**config.mk**
```make
export PLATFORM = sky130hd
export DESIGN_NAME = apb_mem_arbiter
export DESIGN_NICKNAME = d
export VERILOG_FILES = /design/src/rtl/apb_arb_pkg.sv /design/src/rtl/apb_rr_picker.sv /design/src/rtl/apb_mem_arbiter.sv
export SDC_FILE = /design/constraint.sdc
export NUM_CORES = 1
export LEC_CHECK = 0
export ABC_AREA = 1
export CAP_MARGIN = 20
export CORE_AREA = 10 10 100 169
export CTS_CLUSTER_DIAMETER = 80
export DETAILED_ROUTE_END_ITERATION = 10
export DIE_AREA = 0 0 110 179
export GPL_TIMING_DRIVEN = 0
export PLACE_DENSITY = 0.85
export SLEW_MARGIN = 20
export SYNTH_ARGS = -nofsm -noshare
export SYNTH_HDL_FRONTEND = slang
export SYNTH_SLANG_ARGS = --single-unit
```
**constraint.sdc**
```tcl
create_clock -name clk_i -period 2.7 [get_ports clk_i]
set_clock_uncertainty 0.15 [all_clocks]
set_input_delay 0.27 -clock clk_i [delete_from_list [all_inputs] [get_ports clk_i]]
set_output_delay 0.27 -clock clk_i [all_outputs]
set_load 0.02 [all_outputs]
```
**src/rtl/apb_arb_pkg.sv**
```systemverilog
// Shared types and defaults for the round-robin memory-port arbiter.
// Holds the FSM state enum, default parameter values and the grant index type.
package apb_arb_pkg;

    localparam int unsigned DEF_NUM_REQ    = 4;
    localparam int unsigned DEF_ADDR_WIDTH = 8;
    localparam int unsigned DEF_WIDTH      = 32;
    localparam int unsigned DEF_TIMEOUT    = 16;

    typedef enum logic [1:0] {
        IDLE   = 2'd0,
        ACCESS = 2'd1,
        DONE   = 2'd2
    } state_e;

    typedef logic [$clog2(DEF_NUM_REQ)-1:0] grant_idx_t;

endpackage

```
**src/rtl/apb_rr_picker.sv**
```systemverilog
// Round-robin picker: owns the last-grant pointer and selects the first
// pending requester searching upward from (last_grant+1) mod NUM_REQ.
// The pointer moves only when the FSM pulses update_en_i.
module apb_rr_picker
    import apb_arb_pkg::*;
#(
    parameter int unsigned NUM_REQ = DEF_NUM_REQ
) (
    input  logic                       clk_i,
    input  logic                       rst_i,
    input  logic [NUM_REQ-1:0]         req_valid_i,
    input  logic                       update_en_i,
    input  logic [$clog2(NUM_REQ)-1:0] update_idx_i,
    output logic                       any_o,
    output logic [$clog2(NUM_REQ)-1:0] grant_idx_o,
    output logic [NUM_REQ-1:0]         grant_onehot_o
);

    localparam int unsigned IDX_W = $clog2(NUM_REQ);

    logic [IDX_W-1:0] last_q;
    logic [IDX_W-1:0] cand_idx;
    int unsigned      cand;
    logic             found;

    // Last-grant pointer; reset points at the top index so requester 0 wins first.
    always_ff @(posedge clk_i or negedge rst_i) begin
        if (!rst_i) begin
            last_q <= IDX_W'(NUM_REQ - 1);
        end else if (update_en_i) begin
            last_q <= update_idx_i;
        end
    end

    // Rotating priority search starting just above the last grant.
    always_comb begin
        found          = 1'b0;
        cand           = 0;
        cand_idx       = '0;
        grant_idx_o    = '0;
        grant_onehot_o = '0;
        for (int k = 1; k <= int'(NUM_REQ); k++) begin
            cand = int'(last_q) + k;
            if (cand >= NUM_REQ) begin
                cand = cand - NUM_REQ;
            end
            cand_idx = IDX_W'(cand);
            if (!found && req_valid_i[cand_idx]) begin
                found                    = 1'b1;
                grant_idx_o              = cand_idx;
                grant_onehot_o[cand_idx] = 1'b1;
            end
        end
        any_o = found;
    end

endmodule

```
**src/rtl/apb_mem_arbiter.sv**
```systemverilog
// Round-robin arbiter sharing one valid/ready memory port among NUM_REQ
// requesters. Each grant becomes exactly one memory transaction; completion
// returns to the owner as a one-cycle req_ready_o pulse.
// Optional feature: APB_ARB_TIMEOUT_EN adds a wait-state limit (TIMEOUT cycles
// in ACCESS) that ends the transaction with req_err_o=1.
//
// Handshake semantics: a requester raises req_valid_i[i] with stable
// addr/wdata/wr_rd and holds it until it sees req_ready_o[i] for one cycle.
// On the memory side mem_valid_o rises with stable mem_* and stays high until
// the first posedge where mem_ready_i=1; that edge is the transfer.
module apb_mem_arbiter
    import apb_arb_pkg::*;
#(
    parameter int unsigned NUM_REQ    = DEF_NUM_REQ,
    parameter int unsigned ADDR_WIDTH = DEF_ADDR_WIDTH,
    parameter int unsigned WIDTH      = DEF_WIDTH,
    parameter int unsigned TIMEOUT    = DEF_TIMEOUT
) (
    input  logic                          clk_i,
    input  logic                          rst_i,
    input  logic [NUM_REQ-1:0]            req_valid_i,
    input  logic [NUM_REQ-1:0]            req_wr_rd_i,
    input  logic [NUM_REQ*ADDR_WIDTH-1:0] req_addr_i,
    input  logic [NUM_REQ*WIDTH-1:0]      req_wdata_i,
    output logic [NUM_REQ-1:0]            req_ready_o,
    output logic [WIDTH-1:0]              req_rdata_o,
    output logic                          req_err_o,
    output logic [ADDR_WIDTH-1:0]         mem_addr_o,
    output logic [WIDTH-1:0]              mem_wdata_o,
    output logic                          mem_wr_rd_o,
    output logic                          mem_valid_o,
    input  logic [WIDTH-1:0]              mem_rdata_i,
    input  logic                          mem_ready_i,
    output logic [$clog2(NUM_REQ)-1:0]    grant_o,
    output state_e                        state_o
);

    localparam int unsigned IDX_W = $clog2(NUM_REQ);

    state_e               state_q;
    state_e               state_d;
    logic                 load;
    logic                 finish;
    logic                 timeout_hit;
    logic                 pick_any;
    logic [IDX_W-1:0]     pick_idx;
    logic [NUM_REQ-1:0]   pick_onehot;
    logic [NUM_REQ-1:0]   owner_q;

    assign state_o = state_q;

    apb_rr_picker #(
        .NUM_REQ (NUM_REQ)
    ) u_picker (
        .clk_i          (clk_i),
        .rst_i          (rst_i),
        .req_valid_i    (req_valid_i),
        .update_en_i    (finish),
        .update_idx_i   (grant_o),
        .any_o          (pick_any),
        .grant_idx_o    (pick_idx),
        .grant_onehot_o (pick_onehot)
    );

`ifdef APB_ARB_TIMEOUT_EN
    localparam int unsigned CNT_W = $clog2(TIMEOUT + 1);

    logic [CNT_W-1:0] wait_cnt_q;

    // Cycles spent in ACCESS; cleared whenever the FSM is elsewhere.
    always_ff @(posedge clk_i or negedge rst_i) begin
        if (!rst_i) begin
            wait_cnt_q <= '0;
        end else if (state_q == ACCESS) begin
            wait_cnt_q <= wait_cnt_q + 1'b1;
        end else begin
            wait_cnt_q <= '0;
        end
    end

    // Fires on the TIMEOUT-th ACCESS cycle; mem_ready_i still wins a tie.
    assign timeout_hit = (state_q == ACCESS) && (wait_cnt_q == CNT_W'(TIMEOUT - 1));

    // Error flag accompanies the ready pulse only when the limit ended the access.
    always_ff @(posedge clk_i or negedge rst_i) begin
        if (!rst_i) begin
            req_err_o <= 1'b0;
        end else begin
            req_err_o <= finish && !mem_ready_i;
        end
    end
`else
    assign timeout_hit = 1'b0;
    assign req_err_o   = 1'b0;
`endif

    // FSM state register.
    always_ff @(posedge clk_i or negedge rst_i) begin
        if (!rst_i) begin
            state_q <= IDLE;
        end else begin
            state_q <= state_d;
        end
    end

    // Next state plus the load/finish strobes that steer the datapath.
    always_comb begin
        state_d = state_q;
        load    = 1'b0;
        finish  = 1'b0;
        case (state_q)
            IDLE: begin
                if (pick_any) begin
                    load    = 1'b1;
                    state_d = ACCESS;
                end
            end
            ACCESS: begin
                if (mem_ready_i || timeout_hit) begin
                    finish  = 1'b1;
                    state_d = DONE;
                end
            end
            DONE: begin
                state_d = IDLE;
            end
            default: begin
                state_d = IDLE;
            end
        endcase
    end

    // Memory-side request registers, completion pulse and read data capture.
    always_ff @(posedge clk_i or negedge rst_i) begin
        if (!rst_i) begin
            mem_addr_o  <= '0;
            mem_wdata_o <= '0;
            mem_wr_rd_o <= 1'b0;
            mem_valid_o <= 1'b0;
            grant_o     <= '0;
            owner_q     <= '0;
            req_ready_o <= '0;
            req_rdata_o <= '0;
        end else begin
            req_ready_o <= '0;
            if (load) begin
                mem_addr_o  <= req_addr_i[pick_idx*ADDR_WIDTH +: ADDR_WIDTH];
                mem_wdata_o <= req_wdata_i[pick_idx*WIDTH +: WIDTH];
                mem_wr_rd_o <= req_wr_rd_i[pick_idx];
                mem_valid_o <= 1'b1;
                grant_o     <= pick_idx;
                owner_q     <= pick_onehot;
            end
            if (finish) begin
                mem_valid_o <= 1'b0;
                req_ready_o <= owner_q;
                if (mem_ready_i && !mem_wr_rd_o) begin
                    req_rdata_o <= mem_rdata_i;
                end
            end
        end
    end

endmodule

```
Yosys cells after proc, flatten, opt, wreduce, memory -nomap -nowiden:

Cells that the tools add are included.

* bitwise gates (word level): 3
* order comparisons: 13
* divide/modulo/power cells: 0
* shift-type cells: 2
* mux-type cells: 44
* $mul: 0
* reductions and logical operators: 16
* eq/ne operators: 3
* add/sub/neg operators: 8

Operators with widths (number)
* 128-bit by 8-bit indexed part select with 32-bit output: 1
* 32-bit by 6-bit indexed part select with 8-bit output: 1
* 2-bit 2-to-1 mux: 10
* 4-bit 2-to-1 mux: 5
* 1-bit 2-to-1 mux: 19
* 2-bit by 3-bit less-than comparator with 1-bit output, second input constant: 5
* 4-bit bitwise OR: 3
* 1-bit binary-select mux with 2-bit select: 5
* 3-bit >= comparator, second input constant: 3
* 1-bit demux with 2-bit select: 4
* 2-bit by 1-bit >= comparator with 1-bit output, second input constant: 4
* 1-bit logical AND: 8
* 2-bit by 1-bit subtractor with 2-bit output, second input constant: 4
* 2-bit by 2-bit adder with 3-bit output, second input constant: 2
* 2-bit by 3-bit adder with 4-bit output, second input constant: 1
* 4-bit by 3-bit >= comparator with 1-bit output, second input constant: 1
* 1-bit logical NOT: 4
* 2-bit != test, second input constant: 2
* 2-bit case mux with 2 select lines: 1
* 2-bit AND reduction: 2
* 2-bit by 1-bit adder with 3-bit output, second input constant: 1
* 2-bit by 1-bit == test with 1-bit output, second input constant: 1
* 2-bit logical NOT: 1
* 2-bit nonzero test: 1

* memories kept: 0
* latch bits: 0
* memory bits (read-only): 0
* logic and storage cells: 99
* output and inout port bits: 83
* bits in registers: 88
* bits in writable memories: 0

Longest topological paths before layout:

* word-level depth: 19
* mapped depth: 17
* gate-level depth less buffers: 14

Hierarchy:

Synthesis repeated with hierarchy kept, for this count alone.

* cell total of the unflattened synthesis: 815
* area, all modules: 5501.5 µm²

Modules (own cells, without submodules)
* apb_mem_arbiter: cells an instance 734, times used 1, area an instance 4924.7 µm²
* apb_rr_picker: cells an instance 81, times used 1, area an instance 576.8 µm²

Worst setup path after synthesis:

OpenSTA, ideal clock, no wires.

* kind: register to register
* start point: register u_picker.last_q[0]
* end point: register mem_wdata_o[24]
* clock period less this slack: 2518 ps
* arrival time: 2244 ps
* path buffers: 3
* cell stages (with the launch flop): 15
* setup slack: 182 ps
* path through: dfstp_2 inv_2 buf_6 ha_1 inv_1 nand3_1 nand2_1 o21ai_1 nand2_1 nand3_2 buf_4 buf_6 or2_0 nand3_1 nand3_1

* longest elaborated chain between the ends: 17
* elaborated cells between the ends (all ways): 41
* those cells by class: add/sub (8); order compare (4); shift (1); mux (22); reduce/logical (6)

Ends and longest elaborated chain
* start: declaration: RTL line apb_rr_picker.sv:21 `logic [IDX_W-1:0] last_q;`
* start signal: assignment: RTL line apb_rr_picker.sv:29 `last_q <= IDX_W'(NUM_REQ - 1);`
* start signal: assignment: RTL line apb_rr_picker.sv:31 `last_q <= update_idx_i;`
* branches (longest 17 deep; another with 2-bit by 1-bit adder with 3-bit output)
* end signal: assignment: RTL line apb_mem_arbiter.sv:148 `mem_wdata_o <= req_wdata_i[pick_idx*WIDTH +: WIDTH];`
* end: declaration: RTL line apb_mem_arbiter.sv:29 `output logic [WIDTH-1:0] mem_wdata_o,`

Several ways; the timed one is not identified. The select of a mux whose other input is x is not followed.
A chain may end at the register's enable or synchronous reset.

Final worst setup path:

* start point: register u_picker.last_q[1]
* end point: register mem_wdata_o[22]

The elaborated chain is that of the path after synthesis.

==> impl_metrics.env <==
export IMPL_die_area_um2=19700
export IMPL_grt_pass1_wl_mm=34.1
export IMPL_synth_most_common_cell="nand2_1"
export IMPL_max_cap_violations=0
export IMPL_slowest_stage="dfstp_2"
export IMPL_clk_latency_ps=340
export IMPL_drt_iter0_drc=244
export IMPL_critPathMaxStageDelay_ps=590
export IMPL_io_pin_count=286
export IMPL_outcome="finished clean"
export IMPL_grt_pass1_vias=6468
export IMPL_dieWidth_um=110
export IMPL_port_buffer_count=284
export IMPL_fin_cells=1294
export IMPL_rr_startpoint="u_picker.last_q[1]"
export IMPL_die_y_um=179
export IMPL_layout_drive_gt1_share=0.154
export IMPL_syn_to_final_growth_pct=68.8
export IMPL_power_per_cell_area_nw_per_um2=1580
export IMPL_cp_required_ps=2780
export IMPL_drc=0
export IMPL_yosys_top_cells_area="dfrtp_1, nand2_1, nand3_1"
export IMPL_yosys_area_share_simple=0.362
export IMPL_fin_setup_tns_ps=0
export IMPL_grt_max_degree=49
export IMPL_end_kind="flop"
export IMPL_ys_seq_area_frac=0.389
export IMPL_fin_crit_ps=2630
export IMPL_slew_viol_final=0
export IMPL_holdCritPathClass="in2async"
export IMPL_cts_tree="yes"
export IMPL_fmax_mhz=381
export IMPL_finalHoldViolations=0
export IMPL_num_antenna_cells=0
export IMPL_synth_cell_type_count=32
export IMPL_path_max_fanout=6
export IMPL_dr_pass1_iters=5
export IMPL_cp_common_cell="nand2_1"
export IMPL_antenna_found_initial=0
export IMPL_synth_top_family_by_area="simple AND/OR/NAND/NOR gates"
export IMPL_syn_avg_cell_area_um2=7.12
export IMPL_n_fill_cell=1175
export IMPL_synthXorXnorAreaFrac=0
export IMPL_clk_pin_slew_worst_paths_ps=70
export IMPL_vias=6307
export IMPL_hpwlAfterDp_mm=18.4
export IMPL_rows=58
export IMPL_htree_levels=3
export IMPL_crit_path_cell_trace="clkinvlp_4, ha_4, inv_4, nand3_2, nand2_2, nand4_4, nand3_4, buf_12, clkbuf_16, nand2_1, nand3_1, nand2_1, nand2_1, nand2_1"
export IMPL_core_area_um2=14200
export IMPL_crit_family="simple AND/OR/NAND/NOR gates"
export IMPL_initial_core_util=0.401
export IMPL_rr_worst_depth=14
export IMPL_cts_buffers=9
export IMPL_synth_nets=1007
export IMPL_ys_warn_count=0
export IMPL_overflow=0
export IMPL_via_per_inst=4.87
export IMPL_timing_rr_end="mem_wdata_o[22]"
export IMPL_fin_crit_sh=0.973
export IMPL_wire_per_inst_um=18.2
export IMPL_nets=1320
export IMPL_cts_buffer_depth=2
export IMPL_yosysTopAreaCellShare=0.380
export IMPL_routed_wl_mm=23.5
export IMPL_cts_sinks=88
export IMPL_synth_common_cells="nand2_1, nand3_1, inv_1, dfrtp_1, mux2_2"
export IMPL_synth_compound_area_frac=0.0243
export IMPL_synth_ff_type="dfrtp_1"
export IMPL_cp_arrival_ps=2700
export IMPL_ir_worst_vdd_uv=1290
export IMPL_setup_viol=0
export IMPL_startpoint_type="flop"
export IMPL_power_leakage_nw=4.78
export IMPL_grt_use_total=0.225
export IMPL_synth_edf_count=0
export IMPL_synth_area_leader_cell="dfrtp_1"
export IMPL_crit_buf_inv=4
export IMPL_syn_cell_area_um2=5670
export IMPL_dp_cells=1261
export IMPL_synth_cells=796
export IMPL_total_power_mw=15.2
export IMPL_synth_mux_area_frac=0.0636
export IMPL_ys_ff_latch=88
export IMPL_root_buffer="clkbuf_16"
export IMPL_rsz0062_at_grt="true"
export IMPL_critPathKind="reg2reg"
export IMPL_synthArstFlopShare=1.00
export IMPL_r2r_slack_ps=70
export IMPL_synthAdderAreaFrac=0.0177
export IMPL_place_gp_congestion=0.892
export IMPL_antenna_left=0
## power breakdown
part	switching (mW)	internal, mW
Sequential	0.368	2.03
Clock	0.592	0.647
Combinational	6.27	5.24
Total	7.23	7.92
## per-stage QoR
stage	setup WS [ps]	utilization	hold slack, ps	area [um2]
final	71.9	0.676	273	9570
after floorplan	182	-	-176	5670
after global placement	-2220	0.617	310	8740
after CTS	1.07	0.648	280	9170
after detailed placement	-415	0.619	77.7	8760
after global routing	-25.4	0.676	308	9570
## cell type report
class	instances	area, um2	area share
plain buffers	41	367	0.0383
well taps	180	225	0.0235
clock buffers	9	225	0.0235
clock inverters	7	61.3	0.00641
multi-input cells	515	2770	0.290
repair buffers	304	3140	0.328
flip-flops and latches	88	2200	0.230
inverters	150	574	0.0600
## cells by family after synthesis
kind of cell    Yosys count
compound gates           23
fa+ha+maj                 8
buf+inv                 193
flops                    88
mux                      32
other cells               1
simple gates            451
## layout by cell type (no fill, tap or decap), drive strengths merged
cell type | Yosys | routed
clkdlybuf4s50 | 0 | 283
nand2 | 238 | 238
nand3 | 159 | 159
inv | 150 | 154
dfrtp | 86 | 86
buf | 34 | 40
or2 | 39 | 39
mux2 | 32 | 32
clkbuf | 9 | 30
nor2 | 13 | 13
o21ai | 12 | 12
ha | 8 | 8
a21oi | 7 | 7
clkinvlp | 0 | 2
a31oi | 2 | 2
dfstp | 2 | 2
nand4 | 2 | 2
o31ai | 1 | 1
a21boi | 1 | 1
conb | 1 | 1
clkinv | 0 | 1
dlygate4sd3 | 0 | 1
## layer usage
layer / up-vias / wire length, um / track usage
met5: - / 0 / 0
met4: 0 / 767 / 0.0915
met3: 46 / 1750 / 0.0590
met2: 299 / 12800 / 0.414
met1: 2892 / 8170 / 0.229
li1: 3070 / - / -
## registers in the layout, summed over array words and instances (netlist names), 2 cells and up
register         flops
req_rdata_o         32
mem_addr_o           8
state_o              2
mem_wdata_o         32
u_picker.last_q      2
grant_o              2
req_ready_o          4
owner_q              4
## worst register-to-register path, stage by stage, from the launching register on
cell        delay [ps]
dfstp_2            590
clkinvlp_4         130
ha_4               290
inv_4               80
nand3_2             70
nand2_2            140
nand4_4            220
nand3_4            240
buf_12             180
clkbuf_16          150
nand2_1             60
nand3_1             60
nand2_1             60
nand2_1             60
nand2_1             50
## worst max path at each step
stage | from | endpoint | slack (ps) | depth (start not counted)
5_1_grt | u_picker.last_q[1] | mem_wdata_o[4] | -30 | 15
3_3_place_gp | rst_i | state_o[1] | -2220 | 1
6_report | u_picker.last_q[1] | mem_wdata_o[22] | 70 | 14
2_1_floorplan | u_picker.last_q[0] | mem_wdata_o[24] | 180 | 14
4_1_cts | u_picker.last_q[0] | mem_wdata_o[15] | 1 | 13
3_5_place_dp | u_picker.last_q[1] | mem_valid_o | -410 | 10
## timing repair
action	CTS	global route
hold endpoints to repair	39	0
hold buffers	1	0
gates cloned	0	7
endpoints found under the setup margin	49	44
resized for setup	20	68
pin swaps	2	18
buffers inserted	5	6
(Power assumes the default switching activity.)
